--- config.mk ---
export PLATFORM = sky130hd
export DESIGN_NAME = ultrasonic_scheduler
export DESIGN_NICKNAME = d
export VERILOG_FILES = /design/src/rtl/ultrasonic_scheduler.sv
export SDC_FILE = /design/constraint.sdc
export NUM_CORES = 1
export LEC_CHECK = 0
export CORE_UTILIZATION = 60
export DETAILED_ROUTE_END_ITERATION = 10
export DONT_BUFFER_PORTS = 1
export HOLD_SLACK_MARGIN = 0.12
export PLACE_DENSITY = 0.76
export SYNTH_ARGS = -nofsm -noshare
export SYNTH_HDL_FRONTEND = slang
export SYNTH_SLANG_ARGS = --single-unit
export TNS_END_PERCENT = 50
--- constraint.sdc ---
create_clock -name clk -period 3.75 [get_ports clk]
set_input_delay 0.5625 -clock clk [delete_from_list [all_inputs] [get_ports clk]]
set_output_delay 0.5625 -clock clk [all_outputs]
set_load 0.05 [all_outputs]
--- src/rtl/ultrasonic_scheduler.sv ---
// Round-robin scheduler for four ultrasonic range sensors: trigger pulse,
// echo-width measurement in centimetres, timeout handling and inter-channel quiet gap.
`timescale 1ns/1ps
module ultrasonic_scheduler #(
  parameter int TRIG_CYCLES    = 500,
  parameter int CM_CYCLES      = 2900,  // must be >= 2
  parameter int TIMEOUT_CYCLES = 1500000,
  parameter int GAP_CYCLES     = 3000000
) (
  input  logic        clk,
  input  logic        reset,
  input  logic [3:0]  enable_mask,
  input  logic [3:0]  echo,
  output logic [3:0]  trigger,
  output logic [15:0] dist_cm,
  output logic [1:0]  dist_ch,
  output logic        dist_valid,
  output logic        timeout,
  output logic        busy
);

  localparam int TMAX = (TIMEOUT_CYCLES > GAP_CYCLES)
                      ? ((TIMEOUT_CYCLES > TRIG_CYCLES) ? TIMEOUT_CYCLES : TRIG_CYCLES)
                      : ((GAP_CYCLES > TRIG_CYCLES) ? GAP_CYCLES : TRIG_CYCLES);
  localparam int TW = $clog2(TMAX + 1);
  localparam int CW = $clog2(CM_CYCLES + 1);

  localparam logic [TW-1:0] TRIG_LOAD = TW'(TRIG_CYCLES - 1);
  localparam logic [TW-1:0] TO_LOAD   = TW'(TIMEOUT_CYCLES - 1);
  localparam logic [TW-1:0] GAP_LOAD  = TW'(GAP_CYCLES - 1);
  localparam logic [CW-1:0] CM_LOAD   = CW'(CM_CYCLES);

  typedef enum logic [2:0] {IDLE, TRIG, WAIT_RISE, MEASURE, GAP} state_t;

  state_t        state_q, state_d;
  logic [3:0]    echo_s1_q, echo_s2_q;
  logic [TW-1:0] timer_q, timer_d;
  logic [CW-1:0] sub_q, sub_d;
  logic [15:0]   cm_q, cm_d;
  logic [1:0]    ch_q, ch_d;
  logic [3:0]    trigger_q, trigger_d;
  logic [15:0]   dist_cm_q, dist_cm_d;
  logic [1:0]    dist_ch_q, dist_ch_d;
  logic          dist_valid_q, dist_valid_d;
  logic          timeout_q, timeout_d;
  logic          busy_q, busy_d;

  logic [1:0] next_ch, cand;
  logic       found;
  logic       echo_sel;

  // Search starts one past the last served channel; i==4 wraps to that channel itself.
  always_comb begin
    next_ch = ch_q;
    cand    = ch_q;
    found   = 1'b0;
    for (int i = 1; i <= 4; i++) begin
      cand = ch_q + 2'(i);
      if (!found && enable_mask[cand]) begin
        next_ch = cand;
        found   = 1'b1;
      end
    end
  end

  assign echo_sel = echo_s2_q[ch_q];

  always_comb begin
    state_d      = state_q;
    timer_d      = timer_q;
    sub_d        = sub_q;
    cm_d         = cm_q;
    ch_d         = ch_q;
    trigger_d    = trigger_q;
    dist_cm_d    = dist_cm_q;
    dist_ch_d    = dist_ch_q;
    dist_valid_d = 1'b0;
    timeout_d    = timeout_q;
    case (state_q)
      IDLE: begin
        if (found) begin
          ch_d      = next_ch;
          trigger_d = 4'b0001 << next_ch;
          timer_d   = TRIG_LOAD;
          state_d   = TRIG;
        end
      end
      TRIG: begin
        if (timer_q == '0) begin
          trigger_d = '0;
          timer_d   = TO_LOAD;
          state_d   = WAIT_RISE;
        end else begin
          timer_d = timer_q - 1'b1;
        end
      end
      WAIT_RISE: begin
        // The rise cycle itself is the first counted echo-high cycle.
        if (echo_sel) begin
          cm_d    = '0;
          sub_d   = CM_LOAD - 1'b1;
          timer_d = TO_LOAD;
          state_d = MEASURE;
        end else if (timer_q == '0) begin
          dist_valid_d = 1'b1;
          dist_cm_d    = 16'hFFFF;
          dist_ch_d    = ch_q;
          timeout_d    = 1'b1;
          timer_d      = GAP_LOAD;
          state_d      = GAP;
        end else begin
          timer_d = timer_q - 1'b1;
        end
      end
      MEASURE: begin
        if (!echo_sel) begin
          dist_valid_d = 1'b1;
          dist_cm_d    = cm_q;
          dist_ch_d    = ch_q;
          timeout_d    = 1'b0;
          timer_d      = GAP_LOAD;
          state_d      = GAP;
        end else if (timer_q == '0) begin
          dist_valid_d = 1'b1;
          dist_cm_d    = 16'hFFFF;
          dist_ch_d    = ch_q;
          timeout_d    = 1'b1;
          timer_d      = GAP_LOAD;
          state_d      = GAP;
        end else begin
          timer_d = timer_q - 1'b1;
          if (sub_q == CW'(1)) begin
            sub_d = CM_LOAD;
            if (cm_q != 16'hFFFE) cm_d = cm_q + 16'd1;
          end else begin
            sub_d = sub_q - 1'b1;
          end
        end
      end
      GAP: begin
        if (timer_q == '0) state_d = IDLE;
        else               timer_d = timer_q - 1'b1;
      end
      default: state_d = IDLE;
    endcase
    busy_d = (state_d != IDLE);
  end

  // ch_q resets to 3 so that channel 0 is the first candidate.
  always_ff @(posedge clk or posedge reset) begin
    if (reset) begin
      state_q      <= IDLE;
      echo_s1_q    <= '0;
      echo_s2_q    <= '0;
      timer_q      <= '0;
      sub_q        <= '0;
      cm_q         <= '0;
      ch_q         <= 2'd3;
      trigger_q    <= '0;
      dist_cm_q    <= '0;
      dist_ch_q    <= '0;
      dist_valid_q <= 1'b0;
      timeout_q    <= 1'b0;
      busy_q       <= 1'b0;
    end else begin
      state_q      <= state_d;
      echo_s1_q    <= echo;
      echo_s2_q    <= echo_s1_q;
      timer_q      <= timer_d;
      sub_q        <= sub_d;
      cm_q         <= cm_d;
      ch_q         <= ch_d;
      trigger_q    <= trigger_d;
      dist_cm_q    <= dist_cm_d;
      dist_ch_q    <= dist_ch_d;
      dist_valid_q <= dist_valid_d;
      timeout_q    <= timeout_d;
      busy_q       <= busy_d;
    end
  end

  assign trigger    = trigger_q;
  assign dist_cm    = dist_cm_q;
  assign dist_ch    = dist_ch_q;
  assign dist_valid = dist_valid_q;
  assign timeout    = timeout_q;
  assign busy       = busy_q;

endmodule

==> results.cfg, run 1 <==
[setup_path]
path_class = reg -> reg
startpoint_type = flop
path_delay_family = compound AO/OA/AOI/OAI gates
cp_data_arrival_time_ns = 3.07
slowest_delay_ns = 0.65
critPathMaxFanout = 24
endpoint_kind = flop
cp.buffers_inverters = 0
crit_slowest_cell = dfrtp_1
critical_path.cell_chain = nor2b_1 > nand2_2 > a31oi_4 > nand2_1 > o41ai_1 > o21ai_0
cp_data_required_time_ns = 3.98

[placement]
routabilityCongestion = 0.9414
dp.cells = 568
port_buffers = 0
post-dp-hpwl_um = 7462
dp_slack_ns = 1.002

[sta]
slew_headroom = 0.3023
setup_viol = 0
rsz0062_at_grt = false
slew_viol_final = 0
hold_viol = 0
fmax_mhz = 352.8
fin_ws_ns = 0.9153
tns_ns = 0
min_period_over_period = 0.7559
skew_ns = 0.01776
worstMarginPinSlew_ns = 1.045
min_period_ns = 2.835
hold_slack_ns = 0.2111

[cts]
cts_resized = 0
cts.clk_slew.worst_paths_ns = 0.10
cts-hold-fix-buffers = 0
cts_buffers = 9
clk_latency_ns = 0.37
clockRootBuffer = clkbuf_8
htree_levels = 3
cts_setup_buffers = 0
cts_tree = built
clock-sinks = 88
clk_path_buf_depth = 2

[pwr]
p_per_area_nw_per_um2 = 334.1
combPwrFrac = 0.027
clockPowerShare = 0.380
p_int_uw = 1229
seq_power_share = 0.593
irDropWorstVdd_mv = 0.2473
p_switching_uw = 414.2
fin_total_pwr_uw = 1643
p_leak_uw = 0.002129
sw_frac_of_total = 0.2521

[yosys]
syn-num-nets = 505
yosys_warnings = 0
ys_ff_latch = 88
synth_top_family_by_area = simple AND/OR/NAND/NOR gates
yosys.area.top_type = dfrtp_1
netlist_instances = 489
synthFlopType = dfrtp_1
ys_async_sr_fraction = 1.000
synth_top_cell_area_share = 0.4579
ys_seq_area_frac = 0.4691
netlist_area_um2 = 4700
synth_edf_count = 0
syn_avg_cell_area_um2 = 9.610
synth-xor-area-share = 0.02982
yosysMostFrequentCell = dfrtp_1
synthMuxAreaShare = 0.01171
synth_fa_ha_area_frac = 0.01597
synthSimpleGateAreaFrac = 0.2181
synthDistinctLibCells = 71
synth_compound_area_frac = 0.2173
ys_top_cells_by_count = dfrtp_1 (86), o21ai_0 (43), nor2_1 (41), nand2_1 (36), a21oi_1 (29)
synthTopCellsByArea = dfrtp_1 (46%), o21ai_0 (4.6%), nor2_1 (3.3%)

[drt]
postRouteAntennaNets = 0
drc = 0
viasPerCell = 6.479
drt_pass1_iterations = 5
drt-initial-drc-count = 384
totalWireLength_um = 10530
wl_per_cell_um = 18.03
vias = 3784

[status]
status = completed

[global_routing]
antenna_found_initial = 0
first_global_vias = 3548
grt_max_degree = 65
track_usage = 0.2700
grt_first_pass_wirelength_um = 17470
grt_remaining_overflow = 0

[final_layout]
syn_to_final_growth_pct = 4.659
final_cells = 584
drive_gt1_frac = 0.09691
antenna_cells = 0
final_nets = 496

[hold_path]
min_path_type = in -> reg

[die]
die_h_um = 90.50
pin_count = 35
die_area_um2 = 8190
floorplan.initialDensity = 0.6344
core_region_area_um2 = 7408
std_cell_rows = 31
die_w_um = 90.50

[job]
max_cap_violations = 0
## power by group through the flow
stage          Clock (µW)  Combinational [µW]  Sequential (µW)
3_3_place_gp            0                44.7              993
5_1_grt               673                51.9              976
3_5_place_dp            0                45.8              993
2_1_floorplan           0                38.3              990
4_1_cts               639                45.8              975
6_report              624                44.5              975
## worst reg2reg max path, cell delays in order (launching register included)
cell and delay (ns):
dfrtp_1 0.65, nor2b_1 0.47, nand2_2 0.15, a31oi_4 0.56, nand2_1 0.33, o41ai_1 0.41, o21ai_0 0.15
## cells by family (layout without fill, tap and decap cells)
kind of cell	count (synthesis)	after routing
AOI/OAI and AO/OA	151	151
muxes	4	4
buffers and inverters	40	36
adders and majority gates	6	6
and+or+nand+nor	184	184
DFF	88	88
xor gates and xnor gates	16	16
## final timing paths
path,end,start,slack (ns),depth (start not counted)
max reg2reg,sub_q[11]$_DFFE_PP0P_,state_q[2]$_DFF_PP0_,0.92,6
min reg2reg,echo_s2_q[3]$_DFF_PP0_,echo_s1_q[3]$_DFF_PP0_,0.36,0
min in group asynchronous,echo_s2_q[1]$_DFF_PP0_,reset,0.29,1
max,sub_q[11]$_DFFE_PP0P_,state_q[2]$_DFF_PP0_,0.92,6
max in group asynchronous,sub_q[7]$_DFFE_PP0P_,reset,2.56,2
min,echo_s1_q[2]$_DFF_PP0_,echo[2],0.21,0
## registers in the layout (all words and copies together) (netlist names)
name and count:
echo_s2_q 4, cm_q 16, trigger 4, ch_q 2, dist_valid 1, timer_q 22
sub_q 12, timeout 1, busy 1, dist_cm 16, state_q 3, dist_ch 2
echo_s1_q 4
## cell type report
class / instances / area, µm²
inverter: 18 / 68.82
timing repair buffer: 2 / 15.01
sequential: 88 / 2205
clock inverter: 7 / 66.31
multi-input combinational: 361 / 2316
tap: 99 / 123.9
fill: 581 / 2490
clock buffer: 9 / 123.9
## layout by cell type, fill, tap and decap left out, types with 3 or more instances in the layout
cell type and n:
xnor2_1 6, a211o_1 6, o22a_1 15, a31oi_1 4, o2bb2ai_1 4, o22ai_1 4
or3_1 8, nor2b_1 3, nor2_1 41, xor2_1 10, nand4_1 12, nand2_1 36
nand2b_1 5, nor3b_1 7, inv_1 15, inv_6 3, a22o_1 4, dfrtp_1 86
clkbuf_8 9, nand3_1 16, o21ai_1 6, o211ai_1 3, o21ai_0 43, a21o_1 5
o31ai_1 5, nor3_1 13, nor4_1 9, and2_1 4, ha_1 6, and3_1 7
a21oi_1 29, or4_1 4, a211oi_1 3
## metal layers
layer | share of wire | GRT usage | wire (µm) | up-vias
li1 | - | - | - | 1784
met1 | 0.47 | 0.3849 | 4944 | 1843
met2 | 0.45 | 0.4053 | 4694 | 135
met3 | 0.061 | 0.05387 | 644 | 22
met4 | 0.024 | 0.1075 | 249 | 0
met5 | 0 | 0 | 0 | -
## per-stage QoR
| stage | instance area, µm² | utilization |
|---|---|---|
| 2_1_floorplan | 4700 | - |
| 3_3_place_gp | 4728 | 0.6382 |
| 3_5_place_dp | 4728 | 0.6382 |
| 4_1_cts | 4918 | 0.6639 |
| 5_1_grt | 4918 | 0.6639 |
| 6_report | 4918 | 0.6639 |
Power figures use the tool's default switching activity.
==> run 2, diff against run 1 <==
--- a/config.mk
+++ b/config.mk
@@ -5,11 +5,11 @@
 export SDC_FILE = /design/constraint.sdc
 export NUM_CORES = 1
 export LEC_CHECK = 0
-export CORE_UTILIZATION = 60
+export CORE_UTILIZATION = 57
 export DETAILED_ROUTE_END_ITERATION = 10
 export DONT_BUFFER_PORTS = 1
 export HOLD_SLACK_MARGIN = 0.12
-export PLACE_DENSITY = 0.76
+export PLACE_DENSITY = 0.75
 export SYNTH_ARGS = -nofsm -noshare
 export SYNTH_HDL_FRONTEND = slang
 export SYNTH_SLANG_ARGS = --single-unit
==> constraint.sdc (replaced) <==
create_clock -name clk -period 2.3 [get_ports clk]
set_input_delay 0.345 -clock clk [delete_from_list [all_inputs] [get_ports clk]]
set_output_delay 0.345 -clock clk [all_outputs]
set_load 0.05 [all_outputs]
==> run 2 against run 1 <==
Compared with the run above: cell count rose by 9.6%; die area rose by 5.1%; cell area increased by 11%; via count grew 7.4%; largest cell class unchanged.
==> results.cfg, run 2 (same netlist as run 1, synthesis figures left out) <==
[sta]
slew_viol_final = 0
fmax_mhz = 443.3
hold_slack_ns = 0.3560
fin_ws_ns = 0.04412
setup_viol = 0
slew_headroom = 0.5817
skew_ns = 0.01496
worstMarginPinSlew_ns = 0.6217
hold_viol = 0
min_period_ns = 2.256
min_period_over_period = 0.9808
rsz0062_at_grt = true

[job]
max_cap_violations = 0

[cts]
clock-sinks = 88
cts_buffers = 9
clk_path_buf_depth = 2
htree_levels = 3
cts_tree = built
clk_latency_ns = 0.37
clockRootBuffer = clkbuf_8
cts.clk_slew.worst_paths_ns = 0.10

[setup_path]
crit_slowest_cell = mux4_2
path_class = reg -> reg
critPathMaxFanout = 8
endpoint_kind = flop
cp_data_arrival_time_ns = 2.52
startpoint_type = flop
slowest_delay_ns = 0.63
cp_data_required_time_ns = 2.57
critical_path.cell_chain = mux4_2 > mux2i_4 > o22ai_2 > and2_1 > and3_1 > a211oi_2

[global_routing]
grt_remaining_overflow = 0
track_usage = 0.2843
grt_first_pass_wirelength_um = 19090
grt_max_degree = 34
antenna_found_initial = 0
first_global_vias = 3882

[pwr]
irDropWorstVdd_mv = 0.4559
p_per_area_nw_per_um2 = 503.9
p_leak_uw = 0.002405

[final_layout]
fin_area_um2 = 5480
layout_common_cells = dfrtp_1 (83), buf_4 (48), o21ai_0 (41)
antenna_cells = 0
largest_register_ffs = 22
top_register = timer_q
final_nets = 549
drive_gt1_frac = 0.2138
final_common_cell = dfrtp_1
final_cells = 640
syn_to_final_growth_pct = 16.61

[placement]
dp_slack_ns = 0.06481
dp.cells = 609
port_buffers = 0
placed_area_um2 = 5045
routabilityCongestion = 0.9711
post-dp-hpwl_um = 8121

[die]
die_area_um2 = 8612
floorplan.initialDensity = 0.5989
pin_count = 35
die_h_um = 92.80
die_w_um = 92.80
core_region_area_um2 = 7848
std_cell_rows = 32

[drt]
totalWireLength_um = 11700
viasPerCell = 6.348
vias = 4063
drt-initial-drc-count = 236
postRouteAntennaNets = 0
wl_per_cell_um = 18.28
drc = 0
drt_pass1_iterations = 5

[status]
status = completed

[hold_path]
min_path_type = reg -> reg
run 2: changes by cell type in the layout (fill, tap and decap cells not counted), moves of 3 or more:
cell and change:
buf_4 +46, dfrtp_2 +3, nor4_1 -6, dlygate4sd3_1 +5, dfrtp_1 -3, nor4_2 +6
run 2: path summary, 6_finish.rpt:
check / startpoint / endpoint / slack, ns / depth (start not counted)
max: ch_q[0]$_DFFE_PP1P_ / timer_q[4]$_DFFE_PP0P_ / 0.04 / 6
min: echo_s1_q[0]$_DFF_PP0_ / echo_s2_q[0]$_DFF_PP0_ / 0.36 / 0
max reg2reg: ch_q[0]$_DFFE_PP1P_ / timer_q[4]$_DFFE_PP0P_ / 0.04 / 6
min reg2reg: echo_s1_q[0]$_DFF_PP0_ / echo_s2_q[0]$_DFF_PP0_ / 0.36 / 0
max in group asynchronous: reset / dist_cm[0]$_DFFE_PP0P_ / 1.22 / 3
min in group asynchronous: reset / dist_cm[12]$_DFFE_PP0P_ / 0.46 / 2
run 2: area by class of cell:
cell class | count | area [µm²]
Clock buffer | 10 | 137.6
Clock inverter | 6 | 58.81
Multi-Input combinational cell | 361 | 2426
Timing Repair Buffer | 55 | 450.4
Fill cell | 604 | 2367
Sequential cell | 88 | 2208
Inverter | 18 | 71.32
Tap cell | 102 | 127.6
run 2: what timing repair did:
| action | 4_1_cts | 5_1_grt |
|---|---|---|
| setup endpoints to repair | 0 | 28 |
| resized for setup | 0 | 25 |
| endpoints found under the hold margin | 19 | 0 |
| hold buffers | 5 | 0 |
| setup buffers | 0 | 10 |
run 2: power breakdown:
part	switching (µW)	internal [µW]
clock network	624	447
logic	63.4	41.2
registers	23.9	1560
total	711	2050
run 2: critical path, delay by kind of cell (launching register included):
family          cells  cell delay, ns
simple gates        2            0.40
compound gates      2            0.32
flops               1            0.55
mux                 2            0.88
run 2: per-layer routing:
layer / vias up / global-route usage / routed length (µm) / part of all wire
met5: - / 0 / 0 / 0
met4: 0 / 0.1179 / 334 / 0.029
met3: 27 / 0.04105 / 591 / 0.051
met2: 156 / 0.4589 / 5590 / 0.48
met1: 1983 / 0.3840 / 5185 / 0.44
li1: 1897 / - / - / -
run 2: stage by stage:
| stage | util | TNS (ns) | total power [µW] |
|---|---|---|---|
| floorplan | - | 0 | 1677 |
| global placement | 0.6429 | 0 | 1702 |
| detailed placement | 0.6429 | 0 | 1706 |
| CTS | 0.6743 | 0 | 2772 |
| global route | 0.6983 | -0.1813 | 2849 |
| finish | 0.6983 | 0 | 2762 |
==> run 3, diff against run 2 <==
--- a/config.mk
+++ b/config.mk
@@ -5,11 +5,13 @@
 export SDC_FILE = /design/constraint.sdc
 export NUM_CORES = 1
 export LEC_CHECK = 0
-export CORE_UTILIZATION = 57
+export CELL_PAD_IN_SITES_DETAIL_PLACEMENT = 0
+export CELL_PAD_IN_SITES_GLOBAL_PLACEMENT = 1
+export CORE_UTILIZATION = 45
 export DETAILED_ROUTE_END_ITERATION = 10
 export DONT_BUFFER_PORTS = 1
 export HOLD_SLACK_MARGIN = 0.12
-export PLACE_DENSITY = 0.75
+export PLACE_DENSITY_LB_ADDON = 0.1
 export SYNTH_ARGS = -nofsm -noshare
 export SYNTH_HDL_FRONTEND = slang
 export SYNTH_SLANG_ARGS = --single-unit
==> run 3 against run 2 <==
Compared with the run above: clock power up 7%; count of clock-buffer cells in the layout stayed put; fmax grew 0.29%; sequential cell count stayed put; critical path type unchanged; power rose by 3.4%; combinational power rose by 5%; critical path depth stayed put; highest routed layer unchanged; worst setup slack improved by 0.0066 ns; cell area up 1.2%.
==> results.cfg, run 3 (same netlist as run 1, synthesis figures left out) <==
[status]
status = completed

[drt]
drt_pass1_iterations = 5
postRouteAntennaNets = 0
drc = 0
viasPerCell = 6.030
totalWireLength_um = 12210
drt-initial-drc-count = 257
wl_per_cell_um = 18.09
vias = 4070

[die]
die_area_um2 = 10860
std_cell_rows = 36
floorplan.initialDensity = 0.4721
core_region_area_um2 = 9955
pin_count = 35
die_h_um = 104.2
die_w_um = 104.2

[placement]
dp.cells = 649
port_buffers = 0
placed_area_um2 = 5164
routabilityCongestion = 0.8700
post-dp-hpwl_um = 8829

[final_layout]
fillerInstances = 872
largest_register_ffs = 22
antenna_cells = 0
fin_area_um2 = 5548
layout_common_cells = dfrtp_1 (85), buf_4 (50), nor2_1 (41)
top_register = timer_q
syn_to_final_growth_pct = 18.05
drive_gt1_frac = 0.2011
final_nets = 553
final_cells = 675
final_common_cell = dfrtp_1

[setup_path]
cp_data_required_time_ns = 2.59
endpoint_kind = flop
cp_data_arrival_time_ns = 2.54
startpoint_type = flop
critPathMaxFanout = 5
path_class = reg -> reg

[pwr]
fin_total_pwr_uw = 2855
p_per_area_nw_per_um2 = 514.5
irDropWorstVdd_mv = 0.3420
p_leak_uw = 0.002438

[sta]
slew_headroom = 0.6099
skew_ns = 0.01246
worstMarginPinSlew_ns = 0.5797
min_period_ns = 2.249
hold_viol = 0
setup_viol = 0
fmax_mhz = 444.6
min_period_over_period = 0.9780
tns_ns = 0
rsz0062_at_grt = true
slew_viol_final = 0

[hold_path]
min_path_type = reg -> reg

[global_routing]
grt_first_pass_wirelength_um = 19910
first_global_vias = 3850
grt_max_degree = 33
grt_remaining_overflow = 0
antenna_found_initial = 0
track_usage = 0.2324

[cts]
clk_latency_ns = 0.37
cts_buffers = 9
clk_path_buf_depth = 2
htree_levels = 3
clockRootBuffer = clkbuf_8
cts_tree = built
cts.clk_slew.worst_paths_ns = 0.09
clock-sinks = 88

[job]
max_cap_violations = 0
run 3: changes by cell type in the layout (fill, tap and decap cells not counted), moves of 2 or more:
cell,change
dfrtp_1,+2
buf_4,+2
nor4_1,+2
nor4_2,-2
inv_6,-2
dfrtp_2,-2
run 3: what timing repair did:
item | in CTS | in global routing
hold buffers | 5 | 0
endpoints found under the setup margin | 0 | 25
hold endpoints to repair | 30 | 0
buffers inserted | 0 | 4
gates resized for setup | 0 | 16
run 3: power breakdown:
group,switching (µW),leakage (µW),internal (µW)
logic,66.0,0.00121,44.3
registers,27.8,0.00113,1560
clock network,607,0.000101,547
total,701,0.00244,2150
run 3: area by class of cell:
cell class / count / area [µm²] / area share
clock buffers: 10 / 137.6 / 0.02481
flip-flops and latches: 88 / 2206 / 0.3976
well taps: 133 / 166.4 / 0.03000
clock inverters: 6 / 73.82 / 0.01331
inverters: 18 / 71.32 / 0.01286
repair buffers: 58 / 485.5 / 0.08751
multi-input cells: 362 / 2407 / 0.4339
run 3: metal layers:
layer / GRT usage / routed length, µm / vias to the layer above
li1: - / - / 1910
met1: 0.3258 / 5795 / 2038
met2: 0.3676 / 5752 / 104
met3: 0.03070 / 446 / 18
met4: 0.08469 / 217 / 0
met5: 0 / 0 / -
run 3: final timing paths:
check	endpoint	from	slack [ns]	depth (start not counted)
worst min-delay path	echo_s2_q[0]$_DFF_PP0_	echo_s1_q[0]$_DFF_PP0_	0.35	0
max in group asynchronous	timer_q[4]$_DFFE_PP0P_	reset	1.22	3
min in group asynchronous	cm_q[12]$_DFFE_PP0P_	reset	0.44	2
worst max register to register	timer_q[12]$_DFFE_PP0P_	ch_q[0]$_DFFE_PP1P_	0.05	6
worst max-delay path	timer_q[12]$_DFFE_PP0P_	ch_q[0]$_DFFE_PP1P_	0.05	6
worst min register to register	echo_s2_q[0]$_DFF_PP0_	echo_s1_q[0]$_DFF_PP0_	0.35	0
run 3: through the flow:
step / hold slack [ns] / setup WS, ns / utilization
after floorplan: 0.3312 / 0.1258 / -
after global placement: 0.2110 / 0.05285 / 0.5187
after detailed placement: 0.2115 / -0.008715 / 0.5187
after CTS: 0.3429 / 0.01001 / 0.5450
after global routing: 0.3485 / -0.04531 / 0.5573
final: 0.3488 / 0.05068 / 0.5573
run 3: critical path, cell delays in order (launching register included):
cell and delay (ns):
dfstp_2 0.58, mux4_2 0.62, mux2i_4 0.24, o22ai_2 0.19, nand2_1 0.10, or3_1 0.36
o21ai_1 0.08
